### src/rtl/fib_pkg.sv
// ============================================================================
// fib_pkg : shared types and helpers for the fib_server compute block
// Revision: 1.0
// ============================================================================
`default_nettype none

package fib_pkg;

  typedef enum logic [1:0] {
    ST_IDLE = 2'd0,
    ST_RUN  = 2'd1,
    ST_RESP = 2'd2
  } state_t;

  localparam int NREQ_DEFAULT = 2;
  localparam int ID_W_DEFAULT = $clog2(NREQ_DEFAULT);

  // Largest value representable in an n-bit unsigned result.
  function automatic logic [63:0] fib_max(input int n);
    return (64'd1 << n) - 64'd1;
  endfunction

  // Requester-id width; never zero so a 1-requester build still has a port.
  function automatic int id_w(input int nreq);
    return (nreq > 1) ? $clog2(nreq) : 1;
  endfunction

endpackage

`default_nettype wire

### src/rtl/fib_rr_arbiter.sv
// ============================================================================
// fib_rr_arbiter : combinational round-robin pick starting at a pointer
// Revision: 1.0
// ============================================================================
`default_nettype none

module fib_rr_arbiter #(
  parameter int NREQ = 2,
  parameter int ID_W = 1
) (
  input  logic [NREQ-1:0] i_req,
  input  logic [ID_W-1:0] i_ptr,
  input  logic            i_en,
  output logic [NREQ-1:0] o_grant,
  output logic [ID_W-1:0] o_grant_idx,
  output logic            o_any
);

  function automatic int wrap_idx(input int base, input int off);
    int s;
    s = base + off;
    return (s >= NREQ) ? s - NREQ : s;
  endfunction

  // First asserted request at or after the pointer, wrapping around.
  always_comb begin
    o_grant     = '0;
    o_grant_idx = '0;
    o_any       = 1'b0;
    for (int i = 0; i < NREQ; i++) begin
      if (i_en && !o_any && i_req[wrap_idx(int'(i_ptr), i)]) begin
        o_any                               = 1'b1;
        o_grant[wrap_idx(int'(i_ptr), i)]   = 1'b1;
        o_grant_idx                         = ID_W'(wrap_idx(int'(i_ptr), i));
      end
    end
  end

endmodule

`default_nettype wire

### src/rtl/fib_server.sv
// ============================================================================
// fib_server : arbitrated on-demand F(k) server with saturating N-bit result
// Revision: 1.0
// ============================================================================
`default_nettype none

module fib_server
  import fib_pkg::*;
#(
  parameter int N    = 13,
  parameter int IW   = 5,
  parameter int NREQ = 2
) (
  input  logic                    clk,
  input  logic                    reset,
  input  logic [NREQ-1:0]         i_req_valid,
  input  logic [NREQ*IW-1:0]      i_req_idx,
  output logic [NREQ-1:0]         o_req_ready,
  output logic                    o_rsp_valid,
  input  logic                    i_rsp_ready,
  output logic [id_w(NREQ)-1:0]   o_rsp_id,
  output logic [N-1:0]            o_rsp_fn,
  output logic                    o_rsp_ovf
);

  localparam int         ID_W  = id_w(NREQ);
  localparam logic [N:0] c_max = (N+1)'(fib_max(N));

  state_t            r_state;
  state_t            w_state_nxt;
  logic [ID_W-1:0]   r_ptr;
  logic [ID_W-1:0]   r_id;
  logic [IW-1:0]     r_cnt;
  logic [N:0]        r_a;
  logic [N:0]        r_b;
  logic              r_ovf_a;
  logic              r_ovf_b;
  logic              r_rsp_valid;
  logic [ID_W-1:0]   r_rsp_id;
  logic [N-1:0]      r_rsp_fn;
  logic              r_rsp_ovf;

  logic [NREQ-1:0]   w_grant;
  logic [ID_W-1:0]   w_grant_idx;
  logic              w_grant_any;
  logic              w_arb_en;
  logic [IW-1:0]     w_sel_idx;
  logic [ID_W-1:0]   w_ptr_next;
  logic [N:0]        w_sum;
  logic              w_a_ovf;

  // Grants only in IDLE, and never while reset is held.
  assign w_arb_en = (r_state == ST_IDLE) && !reset;

  fib_rr_arbiter #(
    .NREQ (NREQ),
    .ID_W (ID_W)
  ) u_arb (
    .i_req       (i_req_valid),
    .i_ptr       (r_ptr),
    .i_en        (w_arb_en),
    .o_grant     (w_grant),
    .o_grant_idx (w_grant_idx),
    .o_any       (w_grant_any)
  );

  assign w_sel_idx  = i_req_idx[int'(w_grant_idx)*IW +: IW];
  assign w_ptr_next = (int'(w_grant_idx) == NREQ-1) ? '0 : ID_W'(w_grant_idx + 1'b1);
  assign w_sum      = r_a + r_b;
  // Sticky flag covers values that already wrapped and can no longer be compared.
  assign w_a_ovf    = r_ovf_a | (r_a > c_max);

  always_ff @(posedge clk or posedge reset) begin
    if (reset) begin
      r_state <= ST_IDLE;
    end else begin
      r_state <= w_state_nxt;
    end
  end

  always_comb begin
    w_state_nxt = r_state;
    case (r_state)
      ST_IDLE: if (w_grant_any)  w_state_nxt = ST_RUN;
      ST_RUN:  if (r_cnt == '0)  w_state_nxt = ST_RESP;
      ST_RESP: if (i_rsp_ready)  w_state_nxt = ST_IDLE;
      default:                   w_state_nxt = ST_IDLE;
    endcase
  end

  always_ff @(posedge clk or posedge reset) begin
    if (reset) begin
      r_ptr       <= '0;
      r_id        <= '0;
      r_cnt       <= '0;
      r_a         <= '0;
      r_b         <= (N+1)'(1);
      r_ovf_a     <= 1'b0;
      r_ovf_b     <= 1'b0;
      r_rsp_valid <= 1'b0;
      r_rsp_id    <= '0;
      r_rsp_fn    <= '0;
      r_rsp_ovf   <= 1'b0;
    end else begin
      case (r_state)
        ST_IDLE: begin
          if (w_grant_any) begin
            r_cnt   <= w_sel_idx;
            r_id    <= w_grant_idx;
            r_a     <= '0;
            r_b     <= (N+1)'(1);
            r_ovf_a <= 1'b0;
            r_ovf_b <= 1'b0;
            r_ptr   <= w_ptr_next;
          end
        end
        ST_RUN: begin
          if (r_cnt != '0) begin
            r_a     <= r_b;
            r_b     <= w_sum;
            r_cnt   <= r_cnt - 1'b1;
            r_ovf_a <= r_ovf_b;
            r_ovf_b <= r_ovf_b | (w_sum > c_max);
          end else begin
            r_rsp_fn    <= w_a_ovf ? c_max[N-1:0] : r_a[N-1:0];
            r_rsp_ovf   <= w_a_ovf;
            r_rsp_id    <= r_id;
            r_rsp_valid <= 1'b1;
          end
        end
        ST_RESP: begin
          if (i_rsp_ready) begin
            r_rsp_valid <= 1'b0;
          end
        end
        default: ;
      endcase
    end
  end

  assign o_req_ready = w_grant;
  assign o_rsp_valid = r_rsp_valid;
  assign o_rsp_id    = r_rsp_id;
  assign o_rsp_fn    = r_rsp_fn;
  assign o_rsp_ovf   = r_rsp_ovf;

endmodule

`default_nettype wire

### config.mk
export PLATFORM = sky130hd
export DESIGN_NAME = fib_server
export DESIGN_NICKNAME = d
export VERILOG_FILES = /design/src/rtl/fib_pkg.sv /design/src/rtl/fib_rr_arbiter.sv /design/src/rtl/fib_server.sv
export SDC_FILE = /design/constraint.sdc
export NUM_CORES = 1
export LEC_CHECK = 0
export ABC_AREA = 1
export ABC_CLOCK_PERIOD_IN_PS = 2000
export BUFFER_PORTS_ARGS = -buffer_cell sky130_fd_sc_hd__buf_4
export CORE_MARGIN = 4
export CORE_UTILIZATION = 43
export CTS_BUF_LIST = sky130_fd_sc_hd__clkbuf_4
export DETAILED_ROUTE_END_ITERATION = 12
export SYNTH_ARGS = -nofsm -noshare
export SYNTH_HDL_FRONTEND = slang
export SYNTH_HIERARCHICAL = 1
export SYNTH_SLANG_ARGS = --single-unit
### constraint.sdc
create_clock -name clk -period 2 [get_ports clk]
set_input_delay 0.5 -clock clk [delete_from_list [all_inputs] [get_ports clk]]
set_output_delay 0.5 -clock clk [all_outputs]
set_load 0.03 [all_outputs]
# Word-level counts from Yosys, hierarchy flattened
# Index checks and enable logic that the tools add are counted.
op_classes:
  add_sub_neg: 6
  n_mul: 1
  n_div: 0
  magnitude_cmp: 8
  eq_ne: 7
  shifts: 1
  muxes: 41
  n_bitwise: 4
  n_reduce_logical: 18
op_table:
  columns: ["op", "count"]
  rows:
  - ["$ge 32x1->1 const B", 2]
  - ["$lt 32x3->1 const B", 2]
  - ["$mux 32", 2]
  - ["$mux 14", 4]
  - ["$pmux 14 s2", 2]
  - ["$ge 32x3->1 const B", 1]
  - ["$sub 32x3->32 const B", 1]
  - ["$gt 14x13->1 const B", 2]
  - ["$mux 1", 18]
  - ["$add 14x14->14", 1]
  - ["$mux 13", 1]
  - ["$mux 2", 5]
  - ["$mux 5", 2]
  - ["$pmux 5 s2", 1]
  - ["$shiftx 10x5->5", 1]
  - ["$reduce_and 3->1", 3]
  - ["$ne 2x2->1 const B", 4]
  - ["$logic_and 1x1->1", 6]
  - ["$pmux 1 s2", 3]
  - ["$pmux 2 s3", 1]
  - ["$logic_not 5->1", 1]
  - ["$reduce_bool 5->1", 1]
  - ["$sub 5x1->5 const B", 1]
  - ["$mul 1x3->4 const B", 1]
  - ["15 further kinds", 20]
word_totals:
  reg_bits: 55
  latch_bits: 0
  ram_bits: 0
  romBits: 0
  in_bits: 15
  output_inout_bits: 18
  elab_cells: 98
  memories: 0

# Depth between registers and ports, before layout
# Gate-level depths: netlist of run 1.
logic_depth:
  ltp_word: 15
  mapped_depth: 11
  depth_no_buf: 11

# Cells and area by module
# Netlist of run 1, hierarchy kept.
modules_own_cells:
  columns: ["mod", "instances", "cells_per_inst", "area_each_um2"]
  rows:
  - ["fib_server", 1, 386, 3110.5]
  - ["fib_rr_arbiter", 1, 7, 30.0]

# Least setup slack after synthesis of run 1
# No wires, ideal clock.
synth_path:
  path_kind: "input -> output"
  startpoint: "input reset"
  endpoint: "output o_req_ready[1]"
  t_arrival_ns: 1.269
  t_required_ns: 1.500
  path_slack_ns: 0.231
  stages: 3
  path_cell_list: "nor3_1 -> nand2_1 -> a21oi_1"
synth_between:
  elab_chain_cells: 8
  elab_cells_between_ends: 10
synth_rtl:
  columns: ["element", "line_no", "text"]
  rows:
  - ["from (decl)", "fib_server.sv:15", "input logic reset,"]
  - ["$logic_not 1->1 (no line) (*)", null, null]
  - ["$logic_and 1x1->1 (*)", "fib_server.sv:53", "assign w_arb_en = (r_state == ST_IDLE) && !reset;"]
  - ["$logic_and 1x1->1", "fib_rr_arbiter.sv:31", "if (i_en && !o_any && i_req[wrap_idx(int'(i_ptr), i)]) begin"]
  - ["$mux 1", "fib_rr_arbiter.sv:31", null]
  - ["$logic_not 1->1", "fib_rr_arbiter.sv:31", null]
  - ["$logic_and 1x1->1 (2 in a row)", "fib_rr_arbiter.sv:31", null]
  - ["$mux 2 (*)", "fib_rr_arbiter.sv:31", null]
  - ["to (decl)", "fib_server.sv:18", "output logic [NREQ-1:0] o_req_ready,"]
# Every way passes the cells marked *; elsewhere a longest branch is shown, timed or not.

# Worst setup path after layout of run 1
layout_path:
  startpoint: "register r_state[0]"
  endpoint: "output o_req_ready[1]"
layout_between:
  elab_chain_cells: 8
  elab_cells_between_ends: 10
layout_rtl:
  columns: ["element", "line_no", "text"]
  rows:
  - ["from (decl)", "fib_server.sv:29", "state_t r_state;"]
  - ["from (signal assigned)", "fib_server.sv:77", "r_state <= w_state_nxt;"]
  - ["$logic_not 2->1 (*)", "fib_server.sv:53", null]
  - ["$logic_and 1x1->1 (*)", "fib_server.sv:53", null]
  - ["net w_arb_en", "fib_server.sv:46", "logic w_arb_en;"]
  - ["$logic_and 1x1->1", "fib_rr_arbiter.sv:31", null]
  - ["$mux 1", "fib_rr_arbiter.sv:31", null]
  - ["$logic_not 1->1", "fib_rr_arbiter.sv:31", null]
  - ["$logic_and 1x1->1 (2 in a row)", "fib_rr_arbiter.sv:31", null]
  - ["$mux 2 (*)", "fib_rr_arbiter.sv:31", null]
# Mark *: on every way through the listed nets, which the timed path passes. The rest lies on a longest branch.

==> results of run 1 <==
## registers in the layout, summed over array words and instances (netlist names)
name         cells
r_id             1
o_rsp_id         1
o_rsp_ovf        1
r_cnt            5
r_ovf_a          1
r_b             14
o_rsp_fn        13
r_a             14
r_ovf_b          1
o_rsp_valid      1
r_state          2
r_ptr            1
## repair_timing
item,in CTS,in global routing
setup endpoints to repair,2,4
pin swaps,0,3
setup buffers,1,2
endpoints found under the hold margin,0,0
hold buffers,0,0
gates resized for setup,1,6
## final timing paths
path,cells after the start,startpoint,to,slack [ns]
worst max-delay path,4,r_state[0],o_req_ready[1],0.07
worst min-delay path,2,reset,o_rsp_id,0.07
worst max register to register,9,r_b[0],r_b[6],0.18
worst min register to register,2,o_rsp_valid,o_rsp_valid,0.52
max in group asynchronous,3,reset,r_b[3],1.40
min in group clk,4,i_rsp_ready,o_rsp_valid,0.34
## routing by layer
metal  vias up  share of wire  wire, um  track usage
met5         -              0         0            0
met4         0         0.0099        66       0.0379
met3         8          0.031       209       0.0265
met2        30           0.46      3040        0.276
met1      1186           0.50      3360        0.231
li1       1329              -         -            -
## kinds of logic (layout without fill, tap and decap cells)
logic type                 Yosys count  in the layout  share of synthesized area
adders and majority gates           16             16                     0.0661
buffers and inverters               89            131                      0.122
AOI/OAI and AO/OA                   67             67                      0.132
DFF                                 55             55                      0.439
xor gates and xnor gates             5              5                     0.0139
and+or+nand+nor                    161            161                      0.227
## synthesized netlist by cell type (all sizes together)
cell	instances
a21oi	14
a22o	2
a22oi	13
a31oi	2
buf	8
dfrtp	54
dfstp	1
fa	1
ha	15
inv	81
nand2	106
nand3	21
nand3b	1
nand4	2
nor2	28
nor3	2
nor4	1
o21ai	24
o22ai	12
xnor2	2
xor2	3
## power breakdown
group	leakage [nW]	internal (W)	switching [W]
Combinational	1.23	0.000988	0.00173
Sequential	0.654	0.00153	0.000284
Clock	0.0458	0.000270	0.000383
Total	1.93	0.00279	0.00240
## layout make-up
class / count / area [um^2]
repair buffers: 42 / 332
well taps: 96 / 120
fillers: 705 / 3320
clock inverters: 3 / 47.5
clock buffers: 5 / 37.5
multi-input cells: 249 / 1400
flip-flops and latches: 55 / 1380
inverters: 81 / 312
## stage by stage
step	setup WS, ns	area (um^2)	cells	util
2_1_floorplan	0.159	3140	393	-
3_3_place_gp	0.177	3490	520	0.503
3_5_place_dp	0.109	3490	520	0.503
4_1_cts	0.0305	3590	529	0.517
5_1_grt	-0.0445	3620	531	0.521
6_report	0.0703	3620	531	0.521
==> impl_metrics.tcl, run 1 <==
set metrics [dict create \
    status "finished clean" \
    rsz0062_at_grt "true" \
    dieArea_um2 8730 \
    drc 0 \
    place_hpwl_mm 5.13 \
    vias_per_cell 4.81 \
    num_vias 2553 \
    drt_iter0_markers 100 \
    core-area_um2 6940 \
    hold_path_class "primary input to async pin" \
    firstDrtPassIters 5 \
    netlist_top_cells_area "dfrtp_1, nand2_1, inv_1" \
    grt-ovfl-total 0 \
    maxSlewViolCount 0 \
    grt_pass1_vias 2503 \
    die_h_um 93.5 \
    tns_ns 0 \
    final_cell_mix "nand2_1, inv_1, dfrtp_1, buf_4, nor2_1" \
    route.detailed.wl_per_inst_um 12.6 \
    setup_viol 0 \
    crit_type "flop to primary output" \
    fin_crit_ns 1.93 \
    finalHoldViolCount 0 \
    ios 33 \
    path_clk_slew_ns 0.18 \
    grt_pass1_wl_mm 11.7 \
    arrival_ns 1.43 \
    clock-skew-final_ns 0.0206 \
    whs_ns 0.0672 \
    path_buf_inv 1 \
    clock-sinks 55 \
    avgSynthCellArea_um2 7.99 \
    ys_seq_elements 55 \
    clock.fmax_mhz 518 \
    p_leak_nw 1.93 \
    endpoint_kind "primary output" \
    tightest_slew_ns 0.394 \
    cp_slowest_cell "dfrtp_1" \
    clock_path_buffers 2 \
    antenna_found_initial 0 \
    synth.top_cell.area_share 0.430 \
    syn_inst 393 \
    grt.total_usage 0.167 \
    cpPeakStageDelay_ns 0.43 \
    synth_top_area_cell "dfrtp_1" \
    synth_area_um2 3140 \
    cp_max_fo 3 \
    cp_cell_sequence "nor3_2, nand2_1, a21oi_2, buf_6" \
    rows 30 \
    yosysWarningCount 6 \
    crit_required_ns 1.50 \
    maxCapViolCount 0 \
    gp_congestion 0.905 \
    cts_made_buffers 5 \
    start_util 0.452 \
    cp-start-kind "flop" \
    layout_commonest_cell "nand2_1" \
    syn_nets 424 \
    min_period_over_period 0.965 \
    die_width_um 93.5 \
    cts_root_buffer "clkbuf_4" \
    ant_nets 0 \
    clkLatencyLatePin_ns 0.40 \
    power.density_nw_per_um2 1430 \
    final_layout_size_suffix_gt1_frac 0.163 \
    slew_headroom 0.737 \
    htree_levels 2 \
    syn_to_final_growth_pct 15.3 \
    antenna_cells 0 \
    portBuffers 32 \
    wl_mm 6.68 \
    report.power.total_w 0.00519 \
    grt_max_degree 26 \
    synth.distinct_cells 34 \
    nets 465 \
    cts_tree "built" \
    synth-seq-area-share 0.439 \
    ir_drop_v 0.000702 \
    path_delay_family "flip-flops" \
]
(Power assumes the default switching activity.)
==> inputs of run 2 (changes only) <==
--- a/config.mk
+++ b/config.mk
@@ -5,7 +5,6 @@
 export SDC_FILE = /design/constraint.sdc
 export NUM_CORES = 1
 export LEC_CHECK = 0
-export ABC_AREA = 1
 export ABC_CLOCK_PERIOD_IN_PS = 2000
 export BUFFER_PORTS_ARGS = -buffer_cell sky130_fd_sc_hd__buf_4
 export CORE_MARGIN = 4
==> run 2 against run 1 <==
- the flow now finishes with violations (negative setup slack)
- sequential cell count stayed put
- worst setup slack worse by 0.17 ns
- sequential power is 10% higher
- critical path depth is 3 higher
- synthesized area is 4.9% lower
- clock-buffer cell count stayed put
- register-to-register slack worse by 0.28 ns
- hold slack better by 0.044 ns
- die area is 4.5% lower
- largest cell class unchanged
==> impl_metrics.tcl, run 2 <==
set metrics [dict create \
    fin_crit_ns 2.10 \
    clock_path_buffers 2 \
    path_delay_family "simple AND/OR/NAND/NOR gates" \
    ios 33 \
    fillers 639 \
    status "finished with violations" \
    finalHoldViolCount 0 \
    avgSynthCellArea_um2 9.02 \
    endpoint_kind "flop" \
    ant_nets 0 \
    grt_max_degree 30 \
    power_frac_clock 0.082 \
    report.power.total_w 0.00655 \
    p_leak_nw 1.78 \
    ys_async_sr_fraction 1.00 \
    gp_congestion 0.872 \
    crit_type "flop to flop" \
    violations "negative setup slack" \
    num_vias 2540 \
    cts_tree "built" \
    synth_area_um2 2990 \
    cpPeakStageDelay_ns 0.52 \
    preCtsSetupSlack_ns -0.107 \
    maxSlewViolCount 0 \
    pwr-share-seq 0.306 \
    cts_made_buffers 5 \
    switchingPower_w 0.00295 \
    grt_pass1_vias 2558 \
    nets 429 \
    cp.depth 7 \
    setup_viol 2 \
    multi_input_area_um2 1620 \
    core-area_um2 6760 \
    synthTopCellsByCount "nand2_1, dfrtp_1, o21ai_0" \
    start_util 0.442 \
    firstDrtPassIters 4 \
    grt_pass1_wl_mm 11.9 \
    drt_iter0_markers 86 \
    synth.distinct_cells 47 \
    wl_mm 6.79 \
    clkLatencyLatePin_ns 0.39 \
    antenna_cells 0 \
    crit_required_ns 2.32 \
    final_layout_size_suffix_gt1_frac 0.288 \
    arrival_ns 2.41 \
    min_period_over_period 1.05 \
    antenna_found_initial 0 \
    netlist_top_cells_area "dfrtp_1, o21ai_0, nand2_1" \
    p_int_w 0.00361 \
    grt.total_usage 0.174 \
    rows 30 \
    grt-ovfl-total 0 \
    final_cell_mix "buf_4, nand2_1, dfrtp_1, o21ai_0, nor2_1" \
    syn_nets 362 \
    synth.top_cell.area_share 0.453 \
    path_clk_slew_ns 0.18 \
    clock.fmax_mhz 477 \
    portBuffers 32 \
    drc 0 \
    cp_slowest_cell "or4b_1" \
    power_frac_comb 0.612 \
    r2r-end "r_b[13]" \
    layout_commonest_cell "buf_4" \
    clock-sinks 55 \
    synthFlopType "dfrtp_1" \
    die_h_um 91.3 \
    syn_to_final_growth_pct 27.5 \
    maxCapViolCount 0 \
    cp_max_fo 3 \
    slew_headroom 0.684 \
    cp-start-kind "flop" \
    reg2reg_from "r_b[1]" \
    rsz0062_at_grt "true" \
    power.density_nw_per_um2 1720 \
    yosysWarningCount 6 \
    htree_levels 2 \
    route.detailed.wl_per_inst_um 14.2 \
    synth_top_area_cell "dfrtp_1" \
    path_buf_inv 0 \
    synth.most_common_cell "nand2_1" \
    rrSetupSlack_ns -0.1 \
    swShare 0.450 \
    synth_edf_count 0 \
    die_width_um 91.3 \
    reg2regPathDepth 7 \
    ys_seq_elements 55 \
    place_hpwl_mm 5.21 \
    tightest_slew_ns 0.473 \
    vias_per_cell 5.30 \
    dieArea_um2 8340 \
    ff_latch_area_um2 1380 \
    clock-skew-final_ns 0.0185 \
    synth-seq-area-share 0.461 \
    hold_path_class "primary input to async pin" \
    ir_drop_v 0.000752 \
    cp_cell_sequence "ha_1, a21oi_2, nand4b_1, a211oi_2, nor4b_1, or4b_1, o211ai_2" \
    fin_ws_ns -0.0971 \
    syn_inst 331 \
    cts_root_buffer "clkbuf_4" \
]
==> run 2: worst max path at each step <==
stage,startpoint,end,slack [ns]
final,r_b[1],r_b[13],-0.1
after global routing,r_a[10],r_b[13],-0.22
after CTS,r_b[0],r_b[13],-0.07
after detailed placement,r_b[0],r_b[12],-0.11
after global placement,r_b[0],r_b[12],-0.05
after floorplan,r_b[0],r_b[12],-0.03
==> run 2: kinds of logic (layout without fill, tap and decap cells) <==
logic type | count (synthesis) | count (layout) | synth area share
AO/OA/AOI/OAI | 94 | 94 | 0.193
XOR/XNOR | 8 | 8 | 0.0281
adder cells (fa/ha/maj) | 16 | 16 | 0.0696
buffers and inverters | 27 | 95 | 0.0344
flip-flops | 55 | 55 | 0.461
multiplexers | 9 | 9 | 0.0314
AND/OR/NAND/NOR | 122 | 122 | 0.182
==> run 2: repair_timing <==
item / CTS / global route
hold buffers: 0 / 0
hold endpoints to repair: 0 / 0
gates cloned: 0 / 0
gates resized for setup: 8 / 14
buffers inserted: 1 / 0
pin swaps: 4 / 3
setup endpoints to repair: 10 / 12
==> run 2: final cells by class <==
class | instances | share of cell area
clock buffer | 5 | 0.00986
clock inverter | 3 | 0.00756
inverter | 10 | 0.00986
multi-input combinational | 249 | 0.426
sequential | 55 | 0.362
tap | 80 | 0.0263
timing repair buffer | 77 | 0.158
==> run 2: routing by layer <==
| metal | GRT usage | routed length [um] |
|---|---|---|
| met1 | 0.248 | 3480 |
| met3 | 0.0323 | 197 |
| met2 | 0.272 | 3050 |
| met4 | 0.0415 | 65 |
| met5 | 0 | 0 |
==> run 2: per-stage QoR <==
stage / instance area [um^2] / setup TNS [ns] / utilization / hold WS (ns) / std cells
after CTS: 3760 / -0.148 / 0.556 / 0.114 / 479
after global placement: 3660 / -0.0940 / 0.541 / 0.462 / 470
after detailed placement: 3660 / -0.240 / 0.541 / 0.471 / 470
after global routing: 3810 / -0.896 / 0.563 / 0.115 / 479
after floorplan: 3030 / -0.0320 / - / 0.450 / 331
final: 3810 / -0.141 / 0.563 / 0.111 / 479
==> run 2: power by group through the flow <==
stage,sequential (W),combinational (W),clock [W]
5_1_grt,0.00208,0.00448,0.000607
6_report,0.00201,0.00401,0.000537
4_1_cts,0.00199,0.00392,0.000567
2_1_floorplan,0.00223,0.00224,0
3_3_place_gp,0.00198,0.00380,0
3_5_place_dp,0.00201,0.00386,0
